===== config.mk =====
export PLATFORM = sky130hd
export DESIGN_NAME = acc_burst_4bit
export DESIGN_NICKNAME = d
export VERILOG_FILES = /design/src/rtl/acc_burst_4bit.sv
export SDC_FILE = /design/constraint.sdc
export NUM_CORES = 1
export LEC_CHECK = 0
export ABC_AREA = 1
export BUFFER_PORTS_ARGS = -buffer_cell sky130_fd_sc_hd__buf_2
export CAP_MARGIN = 0
export CORE_MARGIN = 3
export CORE_UTILIZATION = 50
export CTS_CLUSTER_DIAMETER = 40
export DETAILED_ROUTE_END_ITERATION = 10
export GPL_TIMING_DRIVEN = 0
export PLACE_DENSITY_LB_ADDON = 0.1
export SETUP_SLACK_MARGIN = 0.1
export SLEW_MARGIN = 20
export SYNTH_ARGS = -nofsm -noshare
export SYNTH_HDL_FRONTEND = slang
export SYNTH_HIERARCHICAL = 1
export SYNTH_SLANG_ARGS = --single-unit

===== constraint.sdc =====
create_clock -name clk -period 3.85 [get_ports clk]
set_clock_uncertainty 0.1 [all_clocks]
set_input_delay 0.77 -clock clk [delete_from_list [all_inputs] [get_ports clk]]
set_output_delay 0.77 -clock clk [all_outputs]
set_load 0.05 [all_outputs]

===== src/rtl/acc_burst_4bit.sv =====
// acc_burst_4bit: sums BURST_LEN unsigned 4-bit operands per result through a
// single ripple adder, with a sticky carry-out flag and a ready/valid
// handshake on both sides.
// Build option: define ACC_SATURATE_EN to clamp the sum at 4'hF on the first
// carry-out of a burst; without it the sum wraps modulo 16.

module adder_4bit (
  input  logic [3:0] a_in,
  input  logic [3:0] b_in,
  input  logic       c_in,
  output logic [3:0] sum_out,
  output logic       c_out
);

  // Full 5-bit sum; the top bit is the carry-out.
  assign {c_out, sum_out} = {1'b0, a_in} + {1'b0, b_in} + {4'b0, c_in};

endmodule

module acc_burst_4bit #(
  parameter int BURST_LEN = 4
) (
  input  logic       clk,
  input  logic       rst,
  input  logic       in_valid,
  input  logic [3:0] in_data,
  output logic       in_ready,
  output logic       out_valid,
  output logic [3:0] out_sum,
  output logic       out_ovf,
  input  logic       out_ready,
  output logic       busy
);

  localparam logic [3:0] LEN = 4'(BURST_LEN);

  typedef enum logic [1:0] {
    IDLE,
    ACC,
    HOLD
  } state_t;

  state_t     state;
  state_t     state_next;
  logic [3:0] acc;
  logic [3:0] cnt;
  logic       ovf;

  logic       beat;
  logic       last_beat;
  logic [3:0] cnt_inc;
  logic [3:0] add_sum;
  logic       add_carry;
  logic [3:0] acc_load;

  // The accumulator is cleared when a result is handed off, so in IDLE it is
  // already zero and the first beat of a burst is simply 0 + in_data.
  adder_4bit u_adder (
    .a_in    (acc),
    .b_in    (in_data),
    .c_in    (1'b0),
    .sum_out (add_sum),
    .c_out   (add_carry)
  );

  assign beat      = in_valid & in_ready;
  assign cnt_inc   = cnt + 4'd1;
  // cnt is zero in IDLE, so this also catches the single-beat burst.
  assign last_beat = (cnt_inc == LEN);

`ifdef ACC_SATURATE_EN
  // Once a carry is seen the sum pins at 4'hF; any later non-zero operand
  // carries again, so the clamp holds for the rest of the burst.
  assign acc_load = add_carry ? 4'hF : add_sum;
`else
  assign acc_load = add_sum;
`endif

  // State register.
  // NOTE: sequential state uses non-blocking (<=) so every flop samples
  // pre-edge values, independent of block ordering.
  always_ff @(posedge clk or posedge rst) begin
    if (rst) state <= IDLE;
    else     state <= state_next;
  end

  // Next-state and handshake outputs, decoded from the current state.
  // NOTE: every output gets a default before the case so no path leaves a
  // signal unassigned, which would otherwise infer a latch.
  always_comb begin
    state_next = state;
    in_ready   = 1'b0;
    out_valid  = 1'b0;
    busy       = 1'b0;
    case (state)
      IDLE: begin
        in_ready = 1'b1;
        if (in_valid) state_next = last_beat ? HOLD : ACC;
      end
      ACC: begin
        in_ready = 1'b1;
        busy     = 1'b1;
        if (in_valid && last_beat) state_next = HOLD;
      end
      HOLD: begin
        out_valid = 1'b1;
        if (out_ready) state_next = IDLE;
      end
      default: state_next = IDLE;
    endcase
  end

  // Accumulator, sticky overflow and beat counter; frozen in HOLD and on gaps.
  always_ff @(posedge clk or posedge rst) begin
    if (rst) begin
      acc <= 4'h0;
      ovf <= 1'b0;
      cnt <= 4'h0;
    end else if (beat) begin
      acc <= acc_load;
      ovf <= (state == IDLE) ? 1'b0 : (ovf | add_carry);
      cnt <= cnt_inc;
    end else if (state == HOLD && out_ready) begin
      acc <= 4'h0;
      ovf <= 1'b0;
      cnt <= 4'h0;
    end
  end

  assign out_sum = acc;
  assign out_ovf = ovf;

endmodule


==> run_results.csv, run 1 <==
group,metric,value,unit
status,status,"completed",
clock_network,hold_buffers,0,
timing,setup_viol,0,
setup_path,reg2reg_to,"out_sum[1]",
clock_network,cts_sinks,11,
setup_path,rr_worst_depth,6,
cells_and_area,final_core_util,63.39,%
yosys,syn_inst,94,
pwr,power_leakage,0.0004716,uW
setup_path,reg2reg_from,"out_sum[0]",
placement,gp_congestion,0.7705,
clock_network,cts.repair.resized,0,
global_routing,grt_use_met2,25.79,%
yosys,synth_most_common_cell,"nand2_1",
route,avgRoutedWirePerCell,10.98,um
cells_and_area,nNetsFinal,127,
global_routing,grt_pass1_wl,2484,um
placement,dpl.hpwl,1110,um
timing,hold_ws,0.3684,ns
timing,min_period_over_period,54.29,%
setup_path,worst-setup-path-type,"flip-flop to primary output",
timing,fin_setup_tns,0,ns
clock_network,clk_latency,0.27,ns
timing,fmax,478.4,MHz
setup_path,cp_num_buf_inv,2,
route,drt_iter0_drc,11,
setup_path,slowest_stage,"dfrtp_1",
floorplan,io_pins,16,
setup_path,cp.arrival,1.22,ns
global_routing,grtUsageTotal,17.66,%
floorplan,coreArea,0.001350,mm^2
floorplan,die_h,44.49,um
global_routing,met3_usage,7.317,%
yosys,synthDistinctLibCells,21,
pwr,max-vdd-ir-drop,0.4222,mV
yosys,yosysSeqAreaShare,37.16,%
yosys,synth-seq-cells,11,
timing,hold_viol,0,
route,drtAntennaViolNets,0,
cells_and_area,antenna_cells,0,
flow_run,cap_viol_max_count,0,
floorplan,num_rows,13,
yosys,synth_nets,108,
yosys,synth-edff-count,0,
clock_network,cts_setup_buffers,0,
route,avgViaCountPerCell,5.079,
route,firstDrtPassIters,4,
global_routing,grt_pass1_vias,579,
cells_and_area,stdcell_count,127,
yosys,yosysWarnings,6,
yosys,syn_area,740.7,um^2
route,via_count,645,
global_routing,grt-ovfl-total,0,
setup_path,max_stage_delay,0.46,ns
placement,port_buffers,14,
cells_and_area,layout-drive-gt1-share,22.32,%
yosys,synth.largest_area_cell,"dfrtp_1",
floorplan,initial_utilization,54.87,%
setup_path,end_kind,"primary output",
setup_path,required,2.98,ns
placement,place_inst,123,
setup_path,cp-start-kind,"flip-flop",
global_routing,met1_usage,22.90,%
global_routing,busiest_layer,"met2",
timing,rsz0062_at_grt,"false",
clock_network,cts.path.max_buffers,2,
yosys,synth_area_leaders,"dfrtp_1, nand2_1, nand3_1",
pwr,p_per_area,906.4,mW/mm^2
setup_path,rrSetupSlack,2.10,ns
clock_network,cts_made_buffers,3,
setup_path,crit_chain,"inv_4 > nor2_4 > buf_2",
setup_path,worstPathMaxFanout,10,
clock_network,cts_tree,"done",
global_routing,antenna_found_initial,0,
route,drc,0,
min_path,hold_path_class,"input pin to async pin",
clock_network,cts-root-buf,"clkbuf_4",
clock_network,path_clk_slew,0.07,ns
clock_network,htreeDepth,1,
global_routing,grt_max_degree,12,
floorplan,die_x,44.49,um
yosys,avgSynthCellArea,7.880,um^2
timing,maxSlewViolCount,0,
cells_and_area,area_growth,15.54,%
yosys,yosys_most_used_dff,"dfrtp_1",
yosys,netlist_top_cells_count,"nand2_1, inv_1, nand3_1",
setup_path,crit_family,"flip-flops",
yosys,yosys.area.top_type_share,37.16,%
floorplan,die_area,0.001979,mm^2
timing,fin_crit,2.090,ns
route,routed_wl,1395,um
yosys,ys_async_sr_fraction,100.0,%
==> cell type report <==
type                            instances  area (um^2)
Buffer                                  1        13.76
Multi-Input combinational cell         67        390.4
Sequential cell                        11        275.3
Timing Repair Buffer                   14        70.07
Tap cell                               15        18.77
Fill cell                             116        494.2
Inverter                               15        61.31
Clock buffer                            4        26.28
==> cells in the final DEF, fill, tap and decap left out <==
cell type,count
clkbuf_8,1
nand4_1,2
o22ai_1,3
fa_1,2
nand3_1,12
a21oi_1,3
o21ai_0,1
nand2_1,25
clkbuf_4,3
conb_1,1
inv_1,12
inv_2,1
nand2_2,1
dfrtp_1,11
buf_2,14
nand2_4,2
clkbuf_1,1
ha_1,4
xnor2_1,1
nor2_4,1
o2111ai_1,1
o21ai_1,3
inv_4,2
nor2_1,5
==> worst max-delay path by stage <==
stage | from | end | depth (start not counted)
final | state[1] | out_valid | 3
after global routing | state[1] | out_valid | 3
after CTS | state[1] | out_valid | 3
after detailed placement | in_data[0] | out_sum[1] | 7
after global placement | in_data[0] | out_sum[1] | 7
after floorplan | state[0] | busy | 2
==> per-layer routing <==
| metal | up-vias | routed length (um) |
|---|---|---|
| met5 | - | 0 |
| met4 | 0 | 24 |
| met3 | 5 | 61 |
| met2 | 9 | 641 |
| met1 | 291 | 667 |
| li1 | 340 | - |
==> stage by stage <==
stage	power (uW)	cell area [um^2]	setup slack (ns)
after floorplan	604.0	740.7	1.813
after global placement	691.3	829.5	1.708
after detailed placement	703.7	829.5	1.662
after CTS	786.0	855.8	1.762
after global routing	848.9	855.8	1.682
final	775.7	855.8	1.760
==> worst reg2reg max path: stages (launching register included) <==
cell and delay, ns:
dfrtp_1 0.41, fa_1 0.48, inv_1 0.10, fa_1 0.41, inv_1 0.06, nand3_1 0.07
nand2_1 0.07
==> power breakdown <==
group	internal, uW	switching (uW)
sequential	170	59.9
clock	40.2	39.7
combinational	146	320
==> kinds of logic after synthesis <==
group           after synthesis  synth area share [%]
compound gates               11                 8.445
fa+ha+maj                     6                 12.16
flops                        11                 37.16
buf+inv                      16                 10.13
xor+xnor                      1                 1.183
simple gates                 48                 30.41
other cells                   1                0.5063
==> sequential cells by signal, indices dropped and copies added, names as in the netlist <==
register and count:
out_sum 4, cnt 4, out_ovf 1, state 2
Power figures use the tool's default switching activity.
==> run 2, diff against run 1 <==
Settings changed: CORE_UTILIZATION 50 to 46.
Clock period 3.85 ns to 1.9 ns, I/O delays scaled along.
==> run 2 against run 1 <==
  * Via count up 2.3%
  * Wire length up 8.7%
  * Hold slack worse by 0.052 ns
  * Worst setup slack worse by 1.6 ns
  * Largest power group unchanged
  * Flip-flop and latch count unchanged
  * Design area up 1.9%
  * Register-to-register slack worse by 1.9 ns
  * First-iteration DRC count up 27%
  * Core utilization down 1.0 points
  * Global-route usage down 0.48 points
  * Die area up 7.5%
  * Sequential power up 100%
==> run_results.csv, run 2 (same netlist as run 1, synthesis figures left out) <==
group,metric,value,unit
floorplan,die_area,0.002128,mm^2
pwr,p_clk_share,10.0,%
pwr,fin_total_pwr,1598,uW
pwr,power_leakage,0.0004739,uW
timing,fin_crit,1.692,ns
status,status,"completed",
route,avgRoutedWirePerCell,11.84,um
placement,gp_congestion,0.7686,
setup_path,worstPathMaxFanout,3,
clock_network,path_clk_slew,0.07,ns
floorplan,initial_utilization,52.95,%
placement,dpl.hpwl,1217,um
timing,hold_viol,0,
floorplan,die_h,46.13,um
setup_path,reg2reg_from,"out_sum[0]",
global_routing,met1_usage,20.54,%
min_path,holdCritStartpoint,"in_valid",
global_routing,grtUsageTotal,17.18,%
floorplan,coreArea,0.001399,mm^2
pwr,power_switching,862.9,uW
route,drtAntennaViolNets,0,
setup_path,max_stage_delay,0.43,ns
setup_path,end_kind,"flip-flop",
flow_run,cap_viol_max_count,0,
floorplan,num_rows,13,
clock_network,cts-root-buf,"clkbuf_4",
global_routing,met3_usage,7.422,%
route,via_count,660,
pwr,power_switching_share,53.98,%
setup_path,rrSetupSlack,0.21,ns
floorplan,io_pins,16,
cells_and_area,layout-drive-gt1-share,23.89,%
pwr,seqPwrFrac,29.3,%
global_routing,grt-ovfl-total,0,
pwr,p_int,735.5,uW
setup_path,cp-start-kind,"flip-flop",
global_routing,grt_pass1_wl,2539,um
global_routing,grt_pass1_vias,592,
clock_network,clk_latency,0.27,ns
cells_and_area,mostFrequentLayoutCells,"nand2_1, buf_2, nand3_1, inv_1, dfrtp_1",
clock_network,htreeDepth,1,
pwr,max-vdd-ir-drop,0.9369,mV
clock_network,cts_sinks,11,
route,routed_wl,1516,um
min_path,hold_path_class,"input pin to flip-flop",
global_routing,antenna_found_initial,0,
floorplan,die_x,46.13,um
setup_path,slowest_stage,"dfrtp_2",
global_routing,grt_max_degree,12,
setup_path,crit_top_cell,"inv_1",
setup_path,reg2reg_to,"out_sum[1]",
placement,port_buffers,14,
clock_network,cts_made_buffers,3,
timing,setup_viol,0,
pwr,combPwrFrac,60.7,%
route,drc,0,
route,firstDrtPassIters,4,
clock_network,cts_tree,"done",
route,avgViaCountPerCell,5.156,
timing,rsz0062_at_grt,"false",
cells_and_area,antenna_cells,0,
global_routing,grt_use_met2,28.57,%
setup_path,cp.arrival,1.80,ns
cells_and_area,nNetsFinal,128,
route,drt_iter0_drc,14,
clock_network,cts.path.max_buffers,2,
global_routing,busiest_layer,"met2",
timing,fin_setup_tns,0,ns
timing,maxSlewViolCount,0,
setup_path,crit_path_start,"out_sum[0]",
clock_network,cts_setup_buffers,0,
cells_and_area,area_growth,17.74,%
cells_and_area,final_common_cell,"nand2_1",
setup_path,crit_chain,"fa_2 > inv_1 > fa_1 > inv_1 > nand3_1 > nand2_1",
min_path,whs_endpoint,"out_sum[0]",
setup_path,required,2.01,ns
min_path,hold_depth,3,
setup_path,rr_worst_depth,6,
pwr,p_per_area,1833,mW/mm^2
setup_path,worst-setup-path-type,"flip-flop to flip-flop",
timing,min_period_over_period,89.07,%
timing,fmax,590.9,MHz
==> run 2: per-layer routing <==
| layer | share of wire (%) | up-vias | wire, um |
|---|---|---|---|
| li1 | - | 341 | - |
| met1 | 45 | 303 | 675 |
| met2 | 50 | 16 | 752 |
| met3 | 5.7 | 0 | 87 |
| met4 | 0 | 0 | 0 |
| met5 | 0 | - | 0 |
==> run 2: timing repair <==
item                                    CTS  global route
endpoints found under the setup margin    0             1
gates resized for setup                   0             1
endpoints found under the hold margin     6             0
hold buffers                              1             0
==> run 2: critical path: cells and delay by family, from the launching register on <==
| kind | cells | cell delay (ns) |
|---|---|---|
| adder cells (fa/ha/maj) | 2 | 0.82 |
| buffers and inverters | 2 | 0.14 |
| flip-flops | 1 | 0.43 |
| AND/OR/NAND/NOR | 2 | 0.14 |
==> run 2: power groups by stage <==
stage	Clock (uW)	Combinational (uW)	Sequential [uW]
after floorplan	0	610	618
after global placement	0	940	467
after detailed placement	0	968	473
after CTS	166	976	470
after global routing	182	1080	491
final	159	970	469
==> run 2: how the worst max path moves through the flow <==
stage,endpoint,depth (start not counted)
final,out_sum[1],6
after detailed placement,out_sum[1],7
after floorplan,out_sum[1],6
after global routing,busy,3
after global placement,out_sum[1],7
after CTS,out_sum[1],6
==> run 2: through the flow <==
| stage | setup WS [ns] | util [%] | instances | cell area (um^2) | hold WS, ns |
|---|---|---|---|---|---|
| after floorplan | 0.1485 | - | 94 | 744.5 | 0.1324 |
| after global placement | 0.2024 | 59.57 | 123 | 833.3 | 0.2872 |
| after detailed placement | 0.1580 | 59.57 | 123 | 833.3 | 0.2928 |
| after CTS | 0.1908 | 62.16 | 128 | 869.6 | 0.3151 |
| after global routing | 0.1127 | 62.34 | 128 | 872.1 | 0.3160 |
| final | 0.2076 | 62.34 | 128 | 872.1 | 0.3162 |
==> run 2: layout make-up <==
type / count / area (um^2)
Fill cell: 130 / 526.8
Clock buffer: 4 / 26.28
Inverter: 15 / 61.31
Sequential cell: 11 / 276.5
Timing Repair Buffer: 15 / 82.58
Buffer: 1 / 13.76
Tap cell: 15 / 18.77
Multi-Input combinational cell: 67 / 392.9
==> run 3, diff against run 2 <==
Settings changed: SYNTH_HIERARCHICAL 1 to unset.
==> run 3 against run 2 <==
  * Flip-flop and latch count unchanged
  * Cell count down 8.6%
  * Critical path depth is 3 lower
  * Hold slack better by 0.0073 ns
  * Core utilization decreased by 1.6 points
  * Register-to-register slack better by 0.16 ns
  * Largest cell class unchanged
  * Clock power barely moved
  * Critical path type is now flip-flop to primary output
  * Global-route usage decreased by 2.0 points
  * Area after synthesis decreased by 6.9%
  * Worst setup slack better by 0.041 ns
  * Wire length decreased by 14%
==> run_results.csv, run 3 <==
group,metric,value,unit
clock_network,cts_sinks,11,
cells_and_area,layout-drive-gt1-share,28.43,%
pwr,fin_total_pwr,1489,uW
placement,port_buffers,15,
yosys,synth_most_common_cell,"nand2_1",
pwr,combPwrFrac,58.9,%
setup_path,worst-setup-path-type,"flip-flop to primary output",
global_routing,grt_max_degree,12,
yosys,synth-seq-cells,11,
yosys,synth_nets,97,
setup_path,rr_worst_depth,8,
clock_network,cts_made_buffers,3,
placement,dpl.hpwl,1007,um
floorplan,io_pins,16,
cells_and_area,final_common_cell,"nand2_1",
setup_path,required,1.42,ns
flow_run,cap_viol_max_count,0,
global_routing,grtUsageTotal,15.20,%
route,avgRoutedWirePerCell,11.11,um
route,via_count,578,
yosys,netlist_top_cells_count,"nand2_1, dfrtp_1, inv_1",
cells_and_area,mostFrequentLayoutCells,"nand2_1, buf_2, inv_1, dfrtp_1, ha_1",
yosys,yosysWarnings,0,
clock_network,cts-root-buf,"clkbuf_4",
yosys,syn_area,689.4,um^2
yosys,synth_area_leaders,"dfrtp_1, ha_1, nand2_1",
status,status,"completed",
timing,fmax,605.7,MHz
pwr,p_int,689.5,uW
route,drt_iter0_drc,3,
timing,min_period_over_period,86.90,%
yosys,avgSynthCellArea,8.407,um^2
timing,worst_pin_slew,0.4297,ns
setup_path,cp.arrival,1.17,ns
cells_and_area,nFillCells,138,
floorplan,die_x,44.72,um
timing,maxSlewViolCount,0,
pwr,power_leakage,0.0004553,uW
timing,slew_headroom,71.32,%
timing,fin_crit,1.651,ns
global_routing,grt_pass1_vias,494,
clock_network,clk_latency,0.27,ns
placement,gp_congestion,0.7163,
setup_path,cp-start-kind,"flip-flop",
route,routed_wl,1300,um
floorplan,initial_utilization,51.07,%
clock_network,cts.repair.resized,0,
route,firstDrtPassIters,3,
pwr,p_per_area,1817,mW/mm^2
route,avgViaCountPerCell,4.940,
pwr,power_switching,799.9,uW
global_routing,antenna_found_initial,0,
yosys,synth.largest_area_cell,"dfrtp_1",
pwr,max-vdd-ir-drop,0.8642,mV
timing,hold_viol,0,
floorplan,coreArea,0.001350,mm^2
yosys,synth-edff-count,0,
route,drc,0,
cells_and_area,area_growth,18.87,%
timing,rsz0062_at_grt,"false",
timing,fin_setup_tns,0,ns
setup_path,worstPathMaxFanout,5,
yosys,ys_async_sr_fraction,100.0,%
timing,setup_viol,0,
cells_and_area,stdcell_area,819.5,um^2
cells_and_area,antenna_cells,0,
min_path,hold_path_class,"input pin to flip-flop",
global_routing,grt_pass1_wl,2152,um
timing,hold_ws,0.3236,ns
yosys,yosys.area.top_type_share,39.93,%
yosys,synthDistinctLibCells,20,
placement,postPlaceCellArea,783.3,um^2
min_path,hold_depth,4,
floorplan,die_h,44.72,um
yosys,syn_inst,82,
route,drtAntennaViolNets,0,
cells_and_area,nNetsFinal,118,
setup_path,end_kind,"primary output",
yosys,yosys_most_used_dff,"dfrtp_1",
clock_network,htreeDepth,1,
pwr,power_switching_share,53.70,%
pwr,p_clk_share,10.8,%
clock_network,cts_tree,"done",
floorplan,die_area,0.001999,mm^2
global_routing,grt-ovfl-total,0,
yosys,yosysSeqAreaShare,39.93,%
clock_network,cts.path.max_buffers,2,
pwr,seqPwrFrac,30.3,%
clock_network,path_clk_slew,0.07,ns
floorplan,num_rows,13,
## run 3: cell types whose count changed after synthesis, moves of 2 or more
cell     previous run  this run
a22o_1              0         2
o21ai_0             1         4
o21ai_1             3         0
nand2_1            25        18
nand3_1            12         5
ha_1                4         6
inv_2               1         3
## run 3: cells by family (layout without fill, tap and decap cells)
| group | count (synthesis) | in the layout | synth area share, % |
|---|---|---|---|
| compound gates | 15 | 15 | 13.61 |
| fa+ha+maj | 7 | 7 | 13.79 |
| simple gates | 34 | 34 | 24.14 |
| flops | 11 | 11 | 39.93 |
| buf+inv | 15 | 35 | 8.530 |
## run 3: repair_timing
item / CTS / global route
hold endpoints to repair: 6 / 0
hold buffers: 1 / 0
buffers inserted: 0 / 0
## run 3: metal layers
| layer | GRT usage (%) | part of all wire [%] | wire [um] |
|---|---|---|---|
| met1 | 20.51 | 50 | 648 |
| met2 | 22.06 | 44 | 572 |
| met3 | 5.976 | 5.0 | 65 |
| met4 | 5.422 | 1.0 | 13 |
| met5 | 0 | 0 | 0 |
## run 3: critical path, cell delays in order (launching register included)
cell and delay (ns):
dfrtp_1 0.42, inv_2 0.09, nor2_1 0.12, buf_2 0.28
## run 3: final cells by class
| type | count | area, um^2 | share of cell area [%] |
|---|---|---|---|
| timing repair buffer | 16 | 85.08 | 10.38 |
| multi-input combinational | 56 | 355.3 | 43.36 |
| inverter | 15 | 58.81 | 7.176 |
| tap | 15 | 18.77 | 2.290 |
| sequential | 11 | 275.3 | 33.59 |
| clock buffer | 4 | 26.28 | 3.206 |
## run 3: worst paths after layout
path | from | end | slack, ns
worst max-delay path | state[0] | busy | 0.25
worst min-delay path | out_ready | state[1] | 0.32
worst max register to register | out_sum[0] | out_ovf | 0.37
worst min register to register | out_sum[3] | out_sum[3] | 0.41
max in group asynchronous | rst | out_sum[2] | 0.86
min in group asynchronous | rst | out_ovf | 0.54
## run 3: power groups by stage
stage	sequential (uW)	combinational [uW]	clock (uW)
CTS	451	884	171
finish	451	877	161
floorplan	605	544	0
detailed placement	454	880	0
global route	473	972	180
global placement	452	870	0
## run 3: metrics by stage
| step | setup slack [ns] | std cells | utilization, % |
|---|---|---|---|
| after global routing | 0.1620 | 117 | 60.70 |
| final | 0.2489 | 117 | 60.70 |
| after floorplan | 0.1212 | 82 | - |
| after CTS | 0.2244 | 117 | 60.70 |
| after detailed placement | 0.2943 | 112 | 58.02 |
| after global placement | 0.2862 | 112 | 58.02 |
